===== config.mk =====
export PLATFORM = sky130hd
export DESIGN_NAME = lms_iq_port
export DESIGN_NICKNAME = d
export VERILOG_FILES = /design/src/rtl/lms_iq_pkg.sv /design/src/rtl/lms_iq_rx_lane.sv /design/src/rtl/lms_iq_port.sv
export SDC_FILE = /design/constraint.sdc
export NUM_CORES = 1
export LEC_CHECK = 0
export ABC_AREA = 1
export BUFFER_PORTS_ARGS = -buffer_cell sky130_fd_sc_hd__buf_2
export CORE_MARGIN = 3
export CORE_UTILIZATION = 44
export CTS_BUF_LIST = sky130_fd_sc_hd__clkbuf_4 sky130_fd_sc_hd__clkbuf_8 sky130_fd_sc_hd__clkbuf_16
export CTS_CLUSTER_DIAMETER = 100
export CTS_CLUSTER_SIZE = 28
export DETAILED_ROUTE_END_ITERATION = 10
export PLACE_DENSITY_LB_ADDON = 0.1
export SYNTH_ARGS = -nofsm -noshare
export SYNTH_HDL_FRONTEND = slang
export SYNTH_SLANG_ARGS = --single-unit

===== constraint.sdc =====
create_clock -name clk -period 10.4 [get_ports clk]
set_input_delay 0 -clock clk [delete_from_list [all_inputs] [get_ports clk]]
set_output_delay 0 -clock clk [all_outputs]
set_load 0.01 [all_outputs]

===== src/rtl/lms_iq_pkg.sv =====
// Shared types and constants for the LMS IQ sample port.
//   tx_state_t : TX interleaver phase (IDLE, PH_I, PH_Q)
//   CNT_W      : width of every error/underrun counter
//   CNT_SAT    : value at which those counters stop incrementing
//   cnt_next() : next counter value, where clear takes priority over increment
package lms_iq_pkg;

  typedef enum logic [1:0] {
    IDLE = 2'd0,
    PH_I = 2'd1,
    PH_Q = 2'd2
  } tx_state_t;

  localparam int               CNT_W   = 16;
  localparam logic [CNT_W-1:0] CNT_SAT = 16'hFFFF;

  function automatic logic [CNT_W-1:0] cnt_next(input logic [CNT_W-1:0] c,
                                                input logic             inc,
                                                input logic             clr);
    if (clr)                   return '0;
    if (inc && (c != CNT_SAT)) return c + CNT_W'(1);
    return c;
  endfunction

endpackage


===== src/rtl/lms_iq_rx_lane.sv =====
// One RX channel: registers the pin word (R1), then pairs an I word with the
// following Q word. Bad sequences (orphan Q, I followed by I) bump err_cnt.
//   clk, rst          : sample clock, async active-high reset
//   iqsel, d          : pin IQSEL (1=I) and pin data
//   clr_cnt           : zero err_cnt
//   rx_i, rx_q        : last pair, DW left-justified in OW
//   rx_stb            : one-cycle pulse when a new pair is written
//   err_cnt           : saturating sequence-error count
// Counting is present only when LMS_IQ_ERRCNT_EN is defined; otherwise
// err_cnt is tied to zero.
module lms_iq_rx_lane
  import lms_iq_pkg::*;
#(
  parameter int DW = 12,
  parameter int OW = 14
) (
  input  logic             clk,
  input  logic             rst,
  input  logic             iqsel,
  input  logic [DW-1:0]    d,
  input  logic             clr_cnt,
  output logic [OW-1:0]    rx_i,
  output logic [OW-1:0]    rx_q,
  output logic             rx_stb,
  output logic [CNT_W-1:0] err_cnt
);

  logic          r1_vld;
  logic          r1_sel;
  logic [DW-1:0] r1_d;
  logic          pend;
  logic [DW-1:0] pend_i;

  // r1_vld keeps the reset value of R1 from being taken as a Q word.
  always_ff @(posedge clk or posedge rst) begin
    if (rst) begin
      r1_vld <= 1'b0;
      r1_sel <= 1'b0;
      r1_d   <= '0;
    end else begin
      r1_vld <= 1'b1;
      r1_sel <= iqsel;
      r1_d   <= d;
    end
  end

  always_ff @(posedge clk or posedge rst) begin
    if (rst) begin
      pend   <= 1'b0;
      pend_i <= '0;
      rx_i   <= '0;
      rx_q   <= '0;
      rx_stb <= 1'b0;
    end else begin
      rx_stb <= 1'b0;
      if (r1_vld) begin
        if (r1_sel) begin
          pend   <= 1'b1;
          pend_i <= r1_d;
        end else if (pend) begin
          rx_i   <= OW'(pend_i) << (OW - DW);
          rx_q   <= OW'(r1_d) << (OW - DW);
          rx_stb <= 1'b1;
          pend   <= 1'b0;
        end
      end
    end
  end

`ifdef LMS_IQ_ERRCNT_EN
  // I while pending (I-I) or Q while not pending (orphan) is an error.
  logic err_inc;
  assign err_inc = r1_vld & (r1_sel == pend);

  always_ff @(posedge clk or posedge rst) begin
    if (rst) err_cnt <= '0;
    else     err_cnt <= cnt_next(err_cnt, err_inc, clr_cnt);
  end
`else
  logic unused_clr;
  assign unused_clr = clr_cnt;
  assign err_cnt    = '0;
`endif

endmodule


===== src/rtl/lms_iq_port.sv =====
// LMS RF transceiver IQ sample port.
// RX: NCH independent lanes pair interleaved I/Q pin words into rx_i/rx_q
//     with a per-channel strobe.
// TX: one interleaver for all channels; a pair is accepted from the core
//     when the next phase is PH_I and driven as I (tx_iqsel=0) then Q
//     (tx_iqsel=1). A missing pair is sent as zeros and counted.
// Ports:
//   clk, rst            : sample clock, async active-high reset
//   en                  : TX interleaver enable
//   rx_iqsel, rx_d      : per-channel RX pins
//   rx_i, rx_q, rx_stb  : per-channel paired RX samples and strobe
//   tx_i, tx_q          : TX pair for all channels
//   tx_valid, tx_ready  : TX handshake (tx_ready is combinational)
//   tx_d, tx_iqsel      : TX pins
//   rx_err_cnt          : per-channel RX sequence error counters
//   tx_urun_cnt         : TX underrun counter
//   clr_cnt             : zero all counters
// Define LMS_IQ_ERRCNT_EN to build the counters; otherwise they read 0.
module lms_iq_port
  import lms_iq_pkg::*;
#(
  parameter int NCH = 2,
  parameter int DW  = 12,
  parameter int OW  = 14
) (
  input  logic                 clk,
  input  logic                 rst,
  input  logic                 en,
  input  logic [NCH-1:0]       rx_iqsel,
  input  logic [NCH*DW-1:0]    rx_d,
  output logic [NCH*OW-1:0]    rx_i,
  output logic [NCH*OW-1:0]    rx_q,
  output logic [NCH-1:0]       rx_stb,
  input  logic [NCH*DW-1:0]    tx_i,
  input  logic [NCH*DW-1:0]    tx_q,
  input  logic                 tx_valid,
  output logic                 tx_ready,
  output logic [NCH*DW-1:0]    tx_d,
  output logic                 tx_iqsel,
  output logic [NCH*CNT_W-1:0] rx_err_cnt,
  output logic [CNT_W-1:0]     tx_urun_cnt,
  input  logic                 clr_cnt
);

  // ---------------- RX ----------------
  for (genvar g = 0; g < NCH; g++) begin : g_rx
    lms_iq_rx_lane #(
      .DW (DW),
      .OW (OW)
    ) u_lane (
      .clk     (clk),
      .rst     (rst),
      .iqsel   (rx_iqsel[g]),
      .d       (rx_d[g*DW +: DW]),
      .clr_cnt (clr_cnt),
      .rx_i    (rx_i[g*OW +: OW]),
      .rx_q    (rx_q[g*OW +: OW]),
      .rx_stb  (rx_stb[g]),
      .err_cnt (rx_err_cnt[g*CNT_W +: CNT_W])
    );
  end

  // ---------------- TX ----------------
  tx_state_t           state, nxt;
  logic [NCH*DW-1:0]   q_hold;
  logic                xfer;

  always_comb begin
    nxt = state;
    unique case (state)
      IDLE:    nxt = en ? PH_I : IDLE;
      PH_I:    nxt = PH_Q;
      PH_Q:    nxt = en ? PH_I : IDLE;
      default: nxt = IDLE;
    endcase
  end

  // Gated by rst so the port never offers a slot while held in reset.
  assign tx_ready = ~rst & (nxt == PH_I);
  assign xfer     = tx_valid & tx_ready;

  always_ff @(posedge clk or posedge rst) begin
    if (rst) begin
      state    <= IDLE;
      tx_d     <= '0;
      tx_iqsel <= 1'b0;
      q_hold   <= '0;
    end else begin
      state <= nxt;
      unique case (nxt)
        PH_I: begin
          tx_iqsel <= 1'b0;
          // No transfer: both halves of this pair go out as zeros.
          tx_d     <= xfer ? tx_i : '0;
          q_hold   <= xfer ? tx_q : '0;
        end
        PH_Q: begin
          tx_iqsel <= 1'b1;
          tx_d     <= q_hold;
        end
        default: begin
          tx_iqsel <= 1'b0;
          tx_d     <= '0;
        end
      endcase
    end
  end

`ifdef LMS_IQ_ERRCNT_EN
  logic urun;
  assign urun = (nxt == PH_I) & ~xfer;

  always_ff @(posedge clk or posedge rst) begin
    if (rst) tx_urun_cnt <= '0;
    else     tx_urun_cnt <= cnt_next(tx_urun_cnt, urun, clr_cnt);
  end
`else
  assign tx_urun_cnt = '0;
`endif

endmodule


==> results of run 1 <==
-- sequential cells by signal, indices dropped and copies added (netlist names) --
name	count
g_rx.u_lane.pend	2
g_rx.u_lane.pend_i	24
g_rx.u_lane.r1_d	24
g_rx.u_lane.r1_sel	2
g_rx.u_lane.r1_vld	1
g_rx.u_lane.rx_i	24
g_rx.u_lane.rx_q	24
g_rx.u_lane.rx_stb	2
q_hold	24
state	2
tx_d	24
-- power by group through the flow --
stage	Combinational (uW)	Clock [uW]	Sequential, uW
after floorplan	103	0	729
after global placement	186	0	709
after detailed placement	189	0	711
after CTS	212	686	701
after global routing	237	717	709
final	210	669	701
-- final timing paths --
check / start / to / slack (ns) / cells past startpoint
setup / recovery: state[0] / tx_ready / 7.98 / 4
hold / removal: en / state[0] / 0.06 / 3
setup reg to reg: state[0] / q_hold[2] / 8.37 / 4
hold reg to reg: g_rx[0].u_lane.pend_i[4] / g_rx[0].u_lane.rx_i[6] / 0.47 / 2
max in group asynchronous: rst / tx_d[20] / 8.54 / 4
min in group asynchronous: rst / q_hold[23] / 0.22 / 3
-- per-layer routing --
metal	global-route usage, %	part of all wire [%]	vias up
met5	0	0	-
li1	-	-	2216
met3	5.023	6.8	21
met2	29.61	49	172
met4	7.488	1.8	0
met1	22.39	42	2136
-- worst max-delay path, delay by kind of cell, from the launching register on --
family	cells	cell delay (ns)
buf+inv	2	0.61
flops	1	0.40
simple gates	2	0.98
-- through the flow --
step / instances / utilization [%]
3_3_place_gp: 889 / 50.83
2_1_floorplan: 652 / -
4_1_cts: 995 / 61.76
3_5_place_dp: 889 / 50.83
6_report: 995 / 61.76
5_1_grt: 995 / 61.76
-- cell families after synthesis --
kind of cell / Yosys count / share of synthesized area [%]
buf+inv: 121 / 11.86
flops: 153 / 64.35
simple gates: 271 / 19.45
compound gates: 50 / 4.206
other cells: 2 / 0.1262
-- area by class of cell --
type	count	share of cell area [%]
inverter	32	1.598
tap	172	2.695
clock buffer	25	6.629
timing repair buffer	229	19.09
multi-input combinational	378	20.37
clock inverter	6	1.661
sequential	153	47.95
-- Yosys cell counts --
cell,instances
nor2_2,2
nand3b_2,2
o21ai_0,50
nand2_1,218
buf_1,3
clkbuf_1,7
nor2_1,1
inv_2,3
buf_2,18
nand4_1,48
conb_1,2
dfrtp_1,153
buf_4,61
inv_1,29
==> results.cfg, run 1 <==
[place]
portBuffers = 153
pre_cts_slack_ns = 8.307
placed_area_sq_um = 6571
dp_hpwl_microns = 8015
gp_congestion = 0.7461

[routing]
post-route-drc-count = 0
via_per_inst = 4.568
postRouteWirelength_microns = 13070
vias = 4545
ant_nets = 0
wl_per_cell_microns = 13.14
first_iter_violations = 283
first_pass_iters = 4

[grt]
grt_pass1_vias = 4283
grt_max_degree = 106
grt_usage_pct = 17.98
grt_antenna_before_repair = 0
grt_pass1_wl_microns = 20910
grt_overflow_total = 0

[power_and_ir_drop]
p_clk_share_pct = 42.3
swShare_pct = 23.96
switchingPower_uw = 378.4
vdd_drop_max_uv = 81.36
p_int_uw = 1201
p_per_area_nw_per_um2 = 197.8
p_leak_uw = 0.004424
combPwrFrac_pct = 13.3
power_uw = 1579
seq_power_share_pct = 44.4

[die]
die_w_microns = 122.3
fp-row-count = 41
start_util_pct = 46.02
die_y_microns = 122.3
ios = 211
core_area_sq_um = 12930
die_area_sq_um = 14950

[timing]
fin_ws_ns = 7.981
whs_ns = 0.06469
hold_viol_final = 0
relSlewSlack_pct = 26.00
drv_slew = 0
max_freq_ghz = 0.4134
tns_ns = 0
worst_pin_slew_ns = 1.110
skew_ns = 0.009213
rsz0062_at_grt = no
fin_crit_sh_pct = 23.26
setup_violations = 0
fin_crit_ns = 2.419

[logic_synthesis]
syn_area_per_cell_sq_um = 9.966
synth.distinct_cells = 14
seq_area_frac_synth_pct = 64.35
synth_area_leader_cell = dfrtp_1
synth-warning-count = 0
ys_seq_elements = 153
syn_inst = 597
synth_area_leaders = dfrtp_1, nand2_1, buf_4
netlist_area_sq_um = 5949
synth_largest_type_area_fraction_pct = 64.35

[cts]
clk_pin_slew_ns = 0.06
clock_latency_ns = 0.42
tritoncts = yes
cts_hold_buffers = 75
cts_setup_buffers = 0
cts_resized = 0
numCtsBuffers = 17
cts_sinks = 153
htreeDepth = 4
cts_buffer_depth = 2
cts-root-buf = clkbuf_16

[setup_path]
path_cells = nor2_4 > inv_2 > nor2_1 > buf_2
start_kind = register
cp_max_fo = 50
arrival_ns = 2.42
cp.required_ns = 10.40
slowest_delay_ns = 0.80
cp_slowest_cell = nor2_4
critPathKind = register to primary output
cp-end-kind = primary output

[layout]
nFillCells = 1105
antennaDiodeCount = 0
seq_area_sq_um = 3829
fin_nets = 890
drive_gt1_share_pct = 23.45
final_cell_mix = nand2_1, dfrtp_1, buf_2, dlygate4sd3_1, conb_1
final_area_sq_um = 7984
multi_input_area_sq_um = 1627
syn_to_final_growth_pct = 34.20
layout_commonest_cell = nand2_1

[flow_run]
drv_cap = 0

[outcome]
status = finished clean

[hold_path]
hp-class = primary input to register
(Power assumes the default switching activity.)
==> run 2: changes to the inputs <==
ABC_AREA = 0   (was 1)
clock period = 2.2 ns   (was 10.4 ns; I/O delays follow)
==> run 2 against run 1 <==
Synthesized cell count down 39%. Critical endpoint unchanged. Sequential share of layout area is 1.1 points higher. Largest power group unchanged. Clock skew fell by 0.0040 ns. Area after synthesis shrank 4.4%. Total power rose to 4.8 times the previous value.
==> results.cfg, run 2 <==
[outcome]
status = finished clean

[routing]
wl_per_cell_microns = 14.93
ant_nets = 0
post-route-drc-count = 0
first_pass_iters = 4
via_per_inst = 4.534
postRouteWirelength_microns = 11660
vias = 3541
first_iter_violations = 179

[grt]
grt_pass1_vias = 3755
grt_max_degree = 116
grt_pass1_wl_microns = 18930
grt_overflow_total = 0
grt_antenna_before_repair = 0
grt_usage_pct = 16.92

[die]
die_w_microns = 119.7
die_area_sq_um = 14330
start_util_pct = 46.20
ios = 211
core_area_sq_um = 12310
die_y_microns = 119.7
fp-row-count = 40

[place]
dp_hpwl_microns = 7471
portBuffers = 153
gp_congestion = 0.7241
pre_cts_slack_ns = 0.7322
placed_area_sq_um = 6425
dp_cells = 674

[cts]
numCtsBuffers = 17
tritoncts = yes
htreeDepth = 4
clock_latency_ns = 0.41
cts-root-buf = clkbuf_16
cts_buffer_depth = 2
clk_pin_slew_ns = 0.06
cts_sinks = 153

[setup_path]
start_kind = register
critPathKind = register to primary output
cp-end-kind = primary output
cp.required_ns = 2.20
cp_max_fo = 20
arrival_ns = 1.60

[power_and_ir_drop]
p_per_area_nw_per_um2 = 971.9
p_leak_uw = 0.003927
vdd_drop_max_uv = 792.8

[timing]
rsz0062_at_grt = no
setup_violations = 0
fin_crit_ns = 1.596
fin_ws_ns = 0.6045
whs_ns = 0.1062
hold_viol_final = 0
drv_slew = 0
relSlewSlack_pct = 58.81
fin_crit_sh_pct = 72.52
skew_ns = 0.005223
max_freq_ghz = 0.6268
worst_pin_slew_ns = 0.6164
tns_ns = 0

[logic_synthesis]
synth-warning-count = 0
syn_inst = 366
synthArstFlopShare_pct = 100.0
synth_area_leader_cell = dfrtp_1
synth_area_leaders = dfrtp_1, mux2_2, buf_4
synthTopCellsByCount = dfrtp_1, mux2_2, buf_4
seq_area_frac_synth_pct = 67.31
yosysMostFrequentCell = dfrtp_1
synth_edf_count = 0
ys_seq_elements = 153
ys.flop_type = dfrtp_1
synth.distinct_cells = 15
netlist_area_sq_um = 5688
synth_largest_type_area_fraction_pct = 67.31
syn_area_per_cell_sq_um = 15.54

[layout]
syn_to_final_growth_pct = 37.11
fin_nets = 679
seq_area_sq_um = 3829
nFillCells = 957
multi_input_area_sq_um = 1516
fin_cells = 781
final_cell_mix = dfrtp_1, buf_2, dlygate4sd3_1, mux2_2, conb_1
drive_gt1_share_pct = 43.88
antennaDiodeCount = 0
final_area_sq_um = 7799

[hold_path]
hp-class = primary input to register

[flow_run]
drv_cap = 0
-- run 2: cell types whose count changed after synthesis, sizes merged --
| cell | previous run | this run |
|---|---|---|
| nand2 | 218 | 2 |
| inv | 32 | 6 |
| and4bb | 0 | 1 |
| nand2b | 0 | 1 |
| nand4 | 48 | 0 |
| a22o | 0 | 48 |
| clkbuf | 7 | 3 |
| o21ai | 50 | 2 |
| buf | 82 | 72 |
| nor2 | 3 | 1 |
| nor2b | 0 | 1 |
| mux2 | 0 | 72 |
-- run 2: path summary, 6_finish.rpt --
check / end / depth (start not counted) / slack [ns] / start
setup / recovery: tx_ready / 4 / 0.60 / state[0]
hold / removal: q_hold[21] / 3 / 0.11 / en
setup reg to reg: g_rx[1].u_lane.pend_i[11] / 2 / 0.76 / g_rx[1].u_lane.r1_vld
hold reg to reg: tx_d[2] / 1 / 0.49 / q_hold[2]
max in group asynchronous: g_rx[1].u_lane.pend_i[8] / 4 / 1.37 / rst
min in group asynchronous: state[0] / 4 / 0.34 / rst
-- run 2: through the flow --
step | total power (uW) | util, %
floorplan | 4123 | -
global placement | 4492 | 52.19
detailed placement | 4538 | 52.19
CTS | 7682 | 63.34
global route | 7966 | 63.34
finish | 7580 | 63.34
-- run 2: layer usage --
| metal | global-route usage, % | routed length (microns) | vias to the layer above |
|---|---|---|---|
| met5 | 0 | 0 | - |
| met4 | 6.156 | 198 | 0 |
| met3 | 6.975 | 898 | 16 |
| met2 | 28.28 | 5950 | 136 |
| met1 | 19.61 | 4612 | 1760 |
| li1 | - | - | 1629 |
-- run 2: cell type report --
| class | count | share of cell area [%] |
|---|---|---|
| Sequential cell | 153 | 49.09 |
| Clock buffer | 19 | 5.728 |
| Timing Repair Buffer | 235 | 20.44 |
| Tap cell | 168 | 2.695 |
| Inverter | 6 | 0.3369 |
| Multi-Input combinational cell | 187 | 19.44 |
| Clock inverter | 13 | 2.262 |
-- run 2: report_power, final --
part | internal, uW | leakage [uW] | switching, uW
Sequential | 3220 | 0.00190 | 181
Clock | 1930 | 0.000302 | 1080
Combinational | 620 | 0.00173 | 554
Total | 5770 | 0.00393 | 1810
-- run 2: critical path: stages, from the launching register on --
cell	delay, ns
dfrtp_1	0.38
nand2b_1	0.25
buf_4	0.27
nor2_1	0.14
buf_2	0.15
-- run 2: cells by family (layout without fill, tap and decap cells) --
group	count (synthesis)	after routing	synth area share, %
compound gates	50	50	7.567
buf+inv	81	273	9.701
other cells	2	57	0.1320
flops	153	153	67.31
mux	72	72	14.25
simple gates	8	8	1.034
-- run 2: what timing repair did --
item                                   4_1_cts  5_1_grt
hold buffers                                75        0
resized for setup                            0        0
setup buffers                                0        0
endpoints found under the hold margin      227        0
